$ cat src/rtl/bus_arbiter_pkg.sv
// Shared types and helpers for the snoop-bus arbiter.
package bus_arbiter_pkg;

  localparam int MAX_CORES = 8;

  typedef enum logic [1:0] {
    BUS_RD   = 2'b00,
    BUS_UPGR = 2'b01,
    BUS_RDX  = 2'b10,
    BUS_NON  = 2'b11
  } bus_op_t;

  typedef enum logic [1:0] {
    IDLE    = 2'b00,
    GRANT   = 2'b01,
    RELEASE = 2'b10
  } arb_state_t;

  function automatic logic [MAX_CORES-1:0] idx_to_onehot(input logic [2:0] idx);
    logic [MAX_CORES-1:0] oh;
    oh      = '0;
    oh[idx] = 1'b1;
    return oh;
  endfunction

endpackage

$ cat src/rtl/bus_arbiter_rr_pick.sv
// Combinational round-robin picker: first requester after last_owner_i, wrapping.
module rr_pick #(
  parameter int NUM_CORES = 2
) (
  input  logic [NUM_CORES-1:0]         req_i,
  input  logic [$clog2(NUM_CORES)-1:0] last_owner_i,
  output logic [$clog2(NUM_CORES)-1:0] winner_o,
  output logic                         valid_o
);

  localparam int IDW = $clog2(NUM_CORES);

  // Scan from last_owner+1 so the previous owner is considered last.
  always_comb begin
    logic [IDW-1:0] idx;
    winner_o = '0;
    valid_o  = 1'b0;
    idx      = '0;
    for (int i = 1; i <= NUM_CORES; i++) begin
      idx = IDW'((int'(last_owner_i) + i) % NUM_CORES);
      if (!valid_o && req_i[idx]) begin
        winner_o = idx;
        valid_o  = 1'b1;
      end else begin
        valid_o = valid_o;
      end
    end
  end

endmodule

$ cat src/rtl/bus_arbiter.sv
// Snoop-bus arbiter with round-robin ownership and snoop hit/flush combining.
// Optional hold-time preemption is enabled by defining ARB_TIMEOUT_EN.
module bus_arbiter
  import bus_arbiter_pkg::*;
#(
  parameter int NUM_CORES = 2,
  parameter int MAX_HOLD  = 16
) (
  input  logic                              clk,
  input  logic                              reset,
  input  logic [NUM_CORES-1:0]              req_core,
  output logic [NUM_CORES-1:0]              grant,
  input  logic [NUM_CORES-1:0][31:0]        core_data_in,
  input  logic [NUM_CORES-1:0][31:0]        core_address_in,
  input  logic [NUM_CORES-1:0][1:0]         core_operation_in,
  input  logic [NUM_CORES-1:0]              core_hit_in,
  input  logic [NUM_CORES-1:0]              core_flush_in,
  output logic [31:0]                       bus_data_out,
  output logic [31:0]                       bus_address_out,
  output logic [1:0]                        bus_operation_out,
  output logic                              bus_hit_out,
  output logic                              bus_flush_out,
  output logic [$clog2(NUM_CORES)-1:0]      owner_id
);

  localparam int IDW = $clog2(NUM_CORES);

  arb_state_t           state_q;
  logic [NUM_CORES-1:0] grant_q;
  logic [IDW-1:0]       owner_q;
  logic [IDW-1:0]       last_owner_q;
  logic [IDW-1:0]       pick_idx;
  logic                 pick_valid;
  logic                 timeout;
  logic                 release_req;
  logic [NUM_CORES-1:0] snoop_flush;

  rr_pick #(
    .NUM_CORES (NUM_CORES)
  ) u_rr_pick (
    .req_i        (req_core),
    .last_owner_i (last_owner_q),
    .winner_o     (pick_idx),
    .valid_o      (pick_valid)
  );

`ifdef ARB_TIMEOUT_EN
  localparam int HOLD_W = (MAX_HOLD > 1) ? $clog2(MAX_HOLD) : 1;

  logic [HOLD_W-1:0] hold_q;

  assign timeout = (hold_q == HOLD_W'(MAX_HOLD - 1));

  // Count consecutive owned cycles; cleared whenever ownership ends.
  always_ff @(posedge clk or negedge reset) begin
    if (!reset) begin
      hold_q <= '0;
    end else if (state_q == GRANT && !release_req) begin
      hold_q <= hold_q + 1'b1;
    end else begin
      hold_q <= '0;
    end
  end
`else
  localparam int unused_max_hold = MAX_HOLD;

  assign timeout = 1'b0;
`endif

  assign release_req = !req_core[owner_q] || timeout;
  assign snoop_flush = core_flush_in & ~grant_q;

  // Arbitration FSM; grant and owner are registered here.
  always_ff @(posedge clk or negedge reset) begin
    if (!reset) begin
      state_q      <= IDLE;
      grant_q      <= '0;
      owner_q      <= '0;
      last_owner_q <= IDW'(NUM_CORES - 1);
    end else begin
      case (state_q)
        IDLE, RELEASE: begin
          if (pick_valid) begin
            state_q <= GRANT;
            grant_q <= NUM_CORES'(idx_to_onehot(3'(pick_idx)));
            owner_q <= pick_idx;
          end else begin
            state_q <= IDLE;
            grant_q <= '0;
          end
        end
        GRANT: begin
          if (release_req) begin
            state_q      <= RELEASE;
            grant_q      <= '0;
            last_owner_q <= owner_q;
          end else begin
            state_q <= GRANT;
          end
        end
        default: begin
          state_q <= IDLE;
          grant_q <= '0;
        end
      endcase
    end
  end

  // Broadcast mux; a non-owner flush overrides the owner's data, lowest index first.
  always_comb begin
    bus_operation_out = BUS_NON;
    bus_address_out   = 32'h0000_0000;
    bus_data_out      = 32'h0000_0000;
    bus_hit_out       = 1'b0;
    bus_flush_out     = 1'b0;
    if (state_q == GRANT) begin
      bus_operation_out = core_operation_in[owner_q];
      bus_address_out   = core_address_in[owner_q];
      bus_data_out      = core_data_in[owner_q];
      bus_hit_out       = |(core_hit_in & ~grant_q);
      bus_flush_out     = |snoop_flush;
      for (int i = NUM_CORES - 1; i >= 0; i--) begin
        if (snoop_flush[i]) begin
          bus_data_out = core_data_in[i];
        end else begin
          bus_data_out = bus_data_out;
        end
      end
    end else begin
      bus_operation_out = BUS_NON;
    end
  end

  assign grant    = grant_q;
  assign owner_id = owner_q;

endmodule

$ cat config.mk
export PLATFORM = sky130hd
export DESIGN_NAME = bus_arbiter
export DESIGN_NICKNAME = d
export VERILOG_FILES = /design/src/rtl/bus_arbiter_pkg.sv /design/src/rtl/bus_arbiter_rr_pick.sv /design/src/rtl/bus_arbiter.sv
export SDC_FILE = /design/constraint.sdc
export NUM_CORES = 1
export LEC_CHECK = 0
export CORE_MARGIN = 4
export CORE_UTILIZATION = 27
export CTS_CLUSTER_SIZE = 16
export DETAILED_ROUTE_END_ITERATION = 10
export PLACE_DENSITY_LB_ADDON = 0.1
export SLEW_MARGIN = 20
export SYNTH_ARGS = -nofsm -noshare
export SYNTH_HDL_FRONTEND = slang
export SYNTH_SLANG_ARGS = --single-unit
$ cat constraint.sdc
create_clock -name clk -period 3.65 [get_ports clk]
set_input_delay 0.365 -clock clk [delete_from_list [all_inputs] [get_ports clk]]
set_output_delay 0.365 -clock clk [all_outputs]
set_load 0.05 [all_outputs]
Word level (Yosys, flattened, before mapping)
Cells that the tools add are included.
{ "op_classes": {"add_sub_neg": 2, "order_cmp": 5, "n_eq_ne": 3, "n_mux": 31, "n_bitwise": 4, "n_reduce_logical": 9} }
{ "ops": {"columns": ["operator", "n"], "rows": [
  ["two-way mux 32 bit", 8],
  ["two-way mux 1 bit", 14],
  ["two-way mux 2 bit", 6],
  ["case mux 2 bit (2 select lines)", 2],
  ["less-than comparator 1 x 2 -> 1 bit, second input constant", 3],
  ["OR reduction 2 bit", 3],
  ["AND 2 bit", 2],
  ["less-than comparator 1 x 4 -> 1 bit, second input constant", 1],
  ["AND reduction 2 bit", 2],
  ["adder 1 bit, second input constant", 2],
  ["== test 2 x 1 -> 1 bit, second input constant", 1],
  ["== test 2 bit, second input constant", 1],
  ["logical AND 1 bit", 2],
  ["logical NOT 2 bit", 1],
  ["!= test 2 bit, second input constant", 1],
  ["NOT 2 bit", 1],
  ["demux 1 bit (select 1 bit)", 1],
  [">= comparator 1 bit, second input constant", 1],
  ["logical NOT 1 bit", 1],
  ["NOT 1 bit", 1]
]} }
{ "word_totals": {"ff_bits": 6, "inputBits": 140, "output_inout_bits": 71} }

Longest topological paths before layout
{ "depth": {"depth_word": 13, "ltp_mapped": 6} }

Hierarchy
From an unflattened synthesis, not the netlist that was laid out.
{ "hier_totals": {"cells_unflattened": 215, "hier_area_um2": 1492.7} }
{ "by_module_without_submodules": {"columns": ["module", "instances", "cells_per_inst", "area_each_um2"], "rows": [
  ["bus_arbiter", 1, 213, 1478.9],
  ["rr_pick", 1, 2, 13.8]
]} }

Worst setup path before layout
OpenSTA, ideal clock, no wires.
{ "synth_path": {"path_kind": "flip-flop to output port", "from": "register owner_q, in the netlist owner_id", "to": "output port bus_data_out[0]", "arrival_ns": 2.214, "t_required_ns": 3.285, "slack_ns": 1.071, "path_stages_with_launch": 6, "path_cell_list": "dfrtp_1 > buf_6 > inv_2 > a21boi_4 > buf_12 > mux2i_1"} }
{ "synth_between": {"elab_chain_cells": 5} }
{ "synth_rtl": {"columns": ["element", "line_no", "source"], "rows": [
  ["start: declaration", "bus_arbiter.sv:30", "logic [IDW-1:0] owner_q;"],
  ["start signal: assignment", "bus_arbiter.sv:86", "owner_q <= pick_idx;"],
  ["two-way mux 32 bit (implied by the code) (2 in a row)", "bus_arbiter.sv:119", "bus_data_out = core_data_in[owner_q];"],
  ["two-way mux 32 bit (2 in a row)", "bus_arbiter.sv:123", "if (snoop_flush[i]) begin"],
  ["two-way mux 32 bit", "bus_arbiter.sv:116", "if (state_q == GRANT) begin"],
  ["end: declaration", "bus_arbiter.sv:18", "output logic [31:0] bus_data_out,"]
]} }
Every way passes these cells. The select of a mux whose other input is x is not followed.

Final worst setup path
{ "layout_path": {"from": "register owner_q, in the netlist owner_id", "to": "output port bus_address_out[7]"} }
{ "layout_between": {"elab_chain_cells": 3} }
{ "layout_rtl": {"columns": ["element", "line_no", "source"], "rows": [
  ["two-way mux 32 bit (implied by the code) (2 in a row)", "bus_arbiter.sv:118", "bus_address_out = core_address_in[owner_q];"],
  ["two-way mux 32 bit", "bus_arbiter.sv:116", null],
  ["end: declaration", "bus_arbiter.sv:19", "output logic [31:0] bus_address_out,"]
]} }
Every way passes these cells. The select of a mux whose other input is x is not followed.

==> flow_metrics.tcl <==
set metrics [dict create \
    status "finished clean" \
    tightestPinTransition_ps 689.0 \
    use_met1_pct 20.51 \
    area_growth_pct 161.4 \
    hold_slack_ps 387.8 \
    ioPinCount 211 \
    die_height_um 82.88 \
    num_rows 27 \
    slew_violations 0 \
    firstDrtPassIters 4 \
    ys_seq_elements 6 \
    cts_made_buffers 3 \
    fmax_mhz 378.1 \
    post-route-min-period_ps 2645 \
    grt_max_degree 37 \
    die_w_um 82.88 \
    finalSetupTns_ps 0 \
    clockRootBuffer "clkbuf_8" \
    setup-violations-final 0 \
    drtIter0Drc 73 \
    clock_latency_ps 220 \
    cp_slowest_cell "clkdlybuf4s50_1" \
    yosysWarningCount 0 \
    crit_buf_inv 2 \
    antenna_found_initial 0 \
    required_ps 3280 \
    io_buffers 210 \
    finalHoldViolCount 0 \
    critPathKind "reg2out" \
    drcViolationCount 0 \
    path_max_fanout 21 \
    core_area_sq_um 5473 \
    grt_pass1_wl_mm 11.86 \
    overflow 0 \
    path_cells "buf_4, mux2i_1, nor2_1, clkdlybuf4s50_1" \
    startpoint_type "flop" \
    use_met3_pct 9.226 \
    worst_slew_margin_rel_pct 53.97 \
    cts_tree "done" \
    drt_wl_total_mm 7.675 \
    synth_cells 214 \
    clock-sinks 6 \
    p_per_area_nw_per_um2 975.2 \
    cts_resized 0 \
    ctsHoldBuffers 0 \
    viasPerCell 4.538 \
    end_kind "primary output" \
    worst_setup_hold_path_clk_slew_ps 40 \
    rsz0062_at_grt "false" \
    min_path_type "in2async" \
    grt_usage_pct 20.90 \
    p_total_w 0.003859 \
    ys_types 22 \
    ir_drop_mv 0.5335 \
    clockBufferDepth 2 \
    use_met2_pct 39.21 \
    place_hpwl_mm 6.532 \
    maxCapViolations 0 \
    antenna_left 0 \
    cts.htree.levels 1 \
    n_antenna_cell 0 \
    clock_skew_ps 0.4337 \
    yosysSeqAreaShare_pct 10.00 \
    syn_nets 354 \
    synth_area_per_cell_sq_um 7.075 \
    timing.final.crit_share_pct 72.47 \
    critPathArrivalTime_ps 2280 \
    gp_congestion 0.8746 \
    critPathMaxStageDelay_ps 820 \
    grt.busiest_layer "met2" \
    synth_area_leaders "mux2i_1 44%, nand2_1 16%, nor2_1 8.7%, dfrtp_1 8.3%, buf_12 4.0%" \
    die_area_sq_um 6869 \
    drive_above_1_share_pct 11.33 \
    netlist_area_sq_um 1514 \
    path_delay_family "buffers and inverters" \
    routed-via-count 2210 \
    postCtsSetupBuffers 0 \
    grt_pass1_vias 2322 \
    p_leak_nw 1.712 \
    start_util_pct 27.66 \
    synth_top_area_share_pct 43.64 \
    layout.nets 556 \
    yosysTopAreaCell "mux2i_1" \
    post_drt_wl_per_cell_um 15.76 \
]
layout make-up:
type / count / area, sq um
timing repair buffer: 216 / 2467
inverter: 2 / 7.507
fill: 449 / 1515
tap: 72 / 90.09
multi-input combinational: 187 / 1195
clock buffer: 4 / 45.04
sequential: 6 / 152.6
kinds of logic after synthesis:
logic type,after synthesis,share of synthesized area [%]
buffers and inverters,21,11.57
DFF,6,10.00
AOI/OAI and AO/OA,11,5.455
and+or+nand+nor,109,28.35
muxes,67,44.63
Yosys cell counts:
| library cell | instances |
|---|---|
| dfstp_2 | 1 |
| buf_2 | 8 |
| and2_1 | 1 |
| clkbuf_1 | 3 |
| mux2i_1 | 66 |
| a211oi_1 | 1 |
| mux2_4 | 1 |
| inv_1 | 1 |
| o21ai_0 | 2 |
| nor2b_1 | 1 |
| dfrtp_1 | 5 |
| nand2b_1 | 6 |
| o2bb2ai_1 | 1 |
| a21oi_1 | 3 |
| inv_2 | 1 |
| nor2_1 | 35 |
| a21boi_4 | 1 |
| buf_6 | 5 |
| a21o_1 | 2 |
| o21bai_1 | 1 |
| buf_12 | 3 |
| nand2_1 | 66 |
final timing paths:
path                                            end                startpoint  cells past startpoint  slack (ps)
hold / removal                 grant[0]$_DFFE_PN0P_                     reset                      1         390
setup / recovery                 bus_address_out[7]      owner_id$_DFFE_PN0P_                      4        1000
min in group clk           last_owner_q$_DFFE_PN1P_  last_owner_q$_DFFE_PN1P_                      2         520
max in group asynchronous  last_owner_q$_DFFE_PN1P_                     reset                      1        2990
hold reg to reg            last_owner_q$_DFFE_PN1P_  last_owner_q$_DFFE_PN1P_                      2         520
setup reg to reg               grant[0]$_DFFE_PN0P_      state_q[0]$_DFF_PN0_                      4        1880
cell usage in the layout, fill, tap and decap left out, types with 2 or more instances in the layout:
cell / count
clkdlybuf4s50_1: 178
mux2i_1: 66
dfrtp_1: 4
clkbuf_8: 3
nand2b_1: 6
a21o_1: 2
nor2_1: 35
buf_12: 32
buf_4: 6
nand2_1: 66
o21ai_0: 2
a21oi_1: 3
through the flow:
step | area [sq um] | worst slack [ps] | instances | util, %
3_3_place_gp | 3913 | 1142 | 483 | 71.49
6_report | 3958 | 1005 | 487 | 72.31
4_1_cts | 3958 | 975.2 | 487 | 72.31
3_5_place_dp | 3913 | 1129 | 483 | 71.49
5_1_grt | 3958 | 860.9 | 487 | 72.31
2_1_floorplan | 1514 | 1071 | 214 | -
power breakdown:
group | switching (W) | leakage (nW) | internal (W)
clock | 0.0000306 | 0.0228 | 0.0000753
sequential | 0.0000787 | 0.0722 | 0.000101
combinational | 0.00211 | 1.62 | 0.00147
routing by layer:
metal | up-vias | routed length [um] | share of wire (%)
met5 | - | 0 | 0
met4 | 0 | 200 | 2.6
met3 | 16 | 850 | 11
met2 | 131 | 3934 | 51
met1 | 958 | 2690 | 35
li1 | 1105 | - | -
state kept, by name (all words and copies together), names as in the netlist:
name,cells
grant,2
state_q,2
last_owner_q,1
owner_id,1
worst register-to-register path, cell delays in order, from the launching register on:
cell,delay [ps]
dfrtp_1,400
nor2b_4,620
buf_4,340
and2_1,210
o2bb2ai_1,120
(Power assumes the default switching activity.)
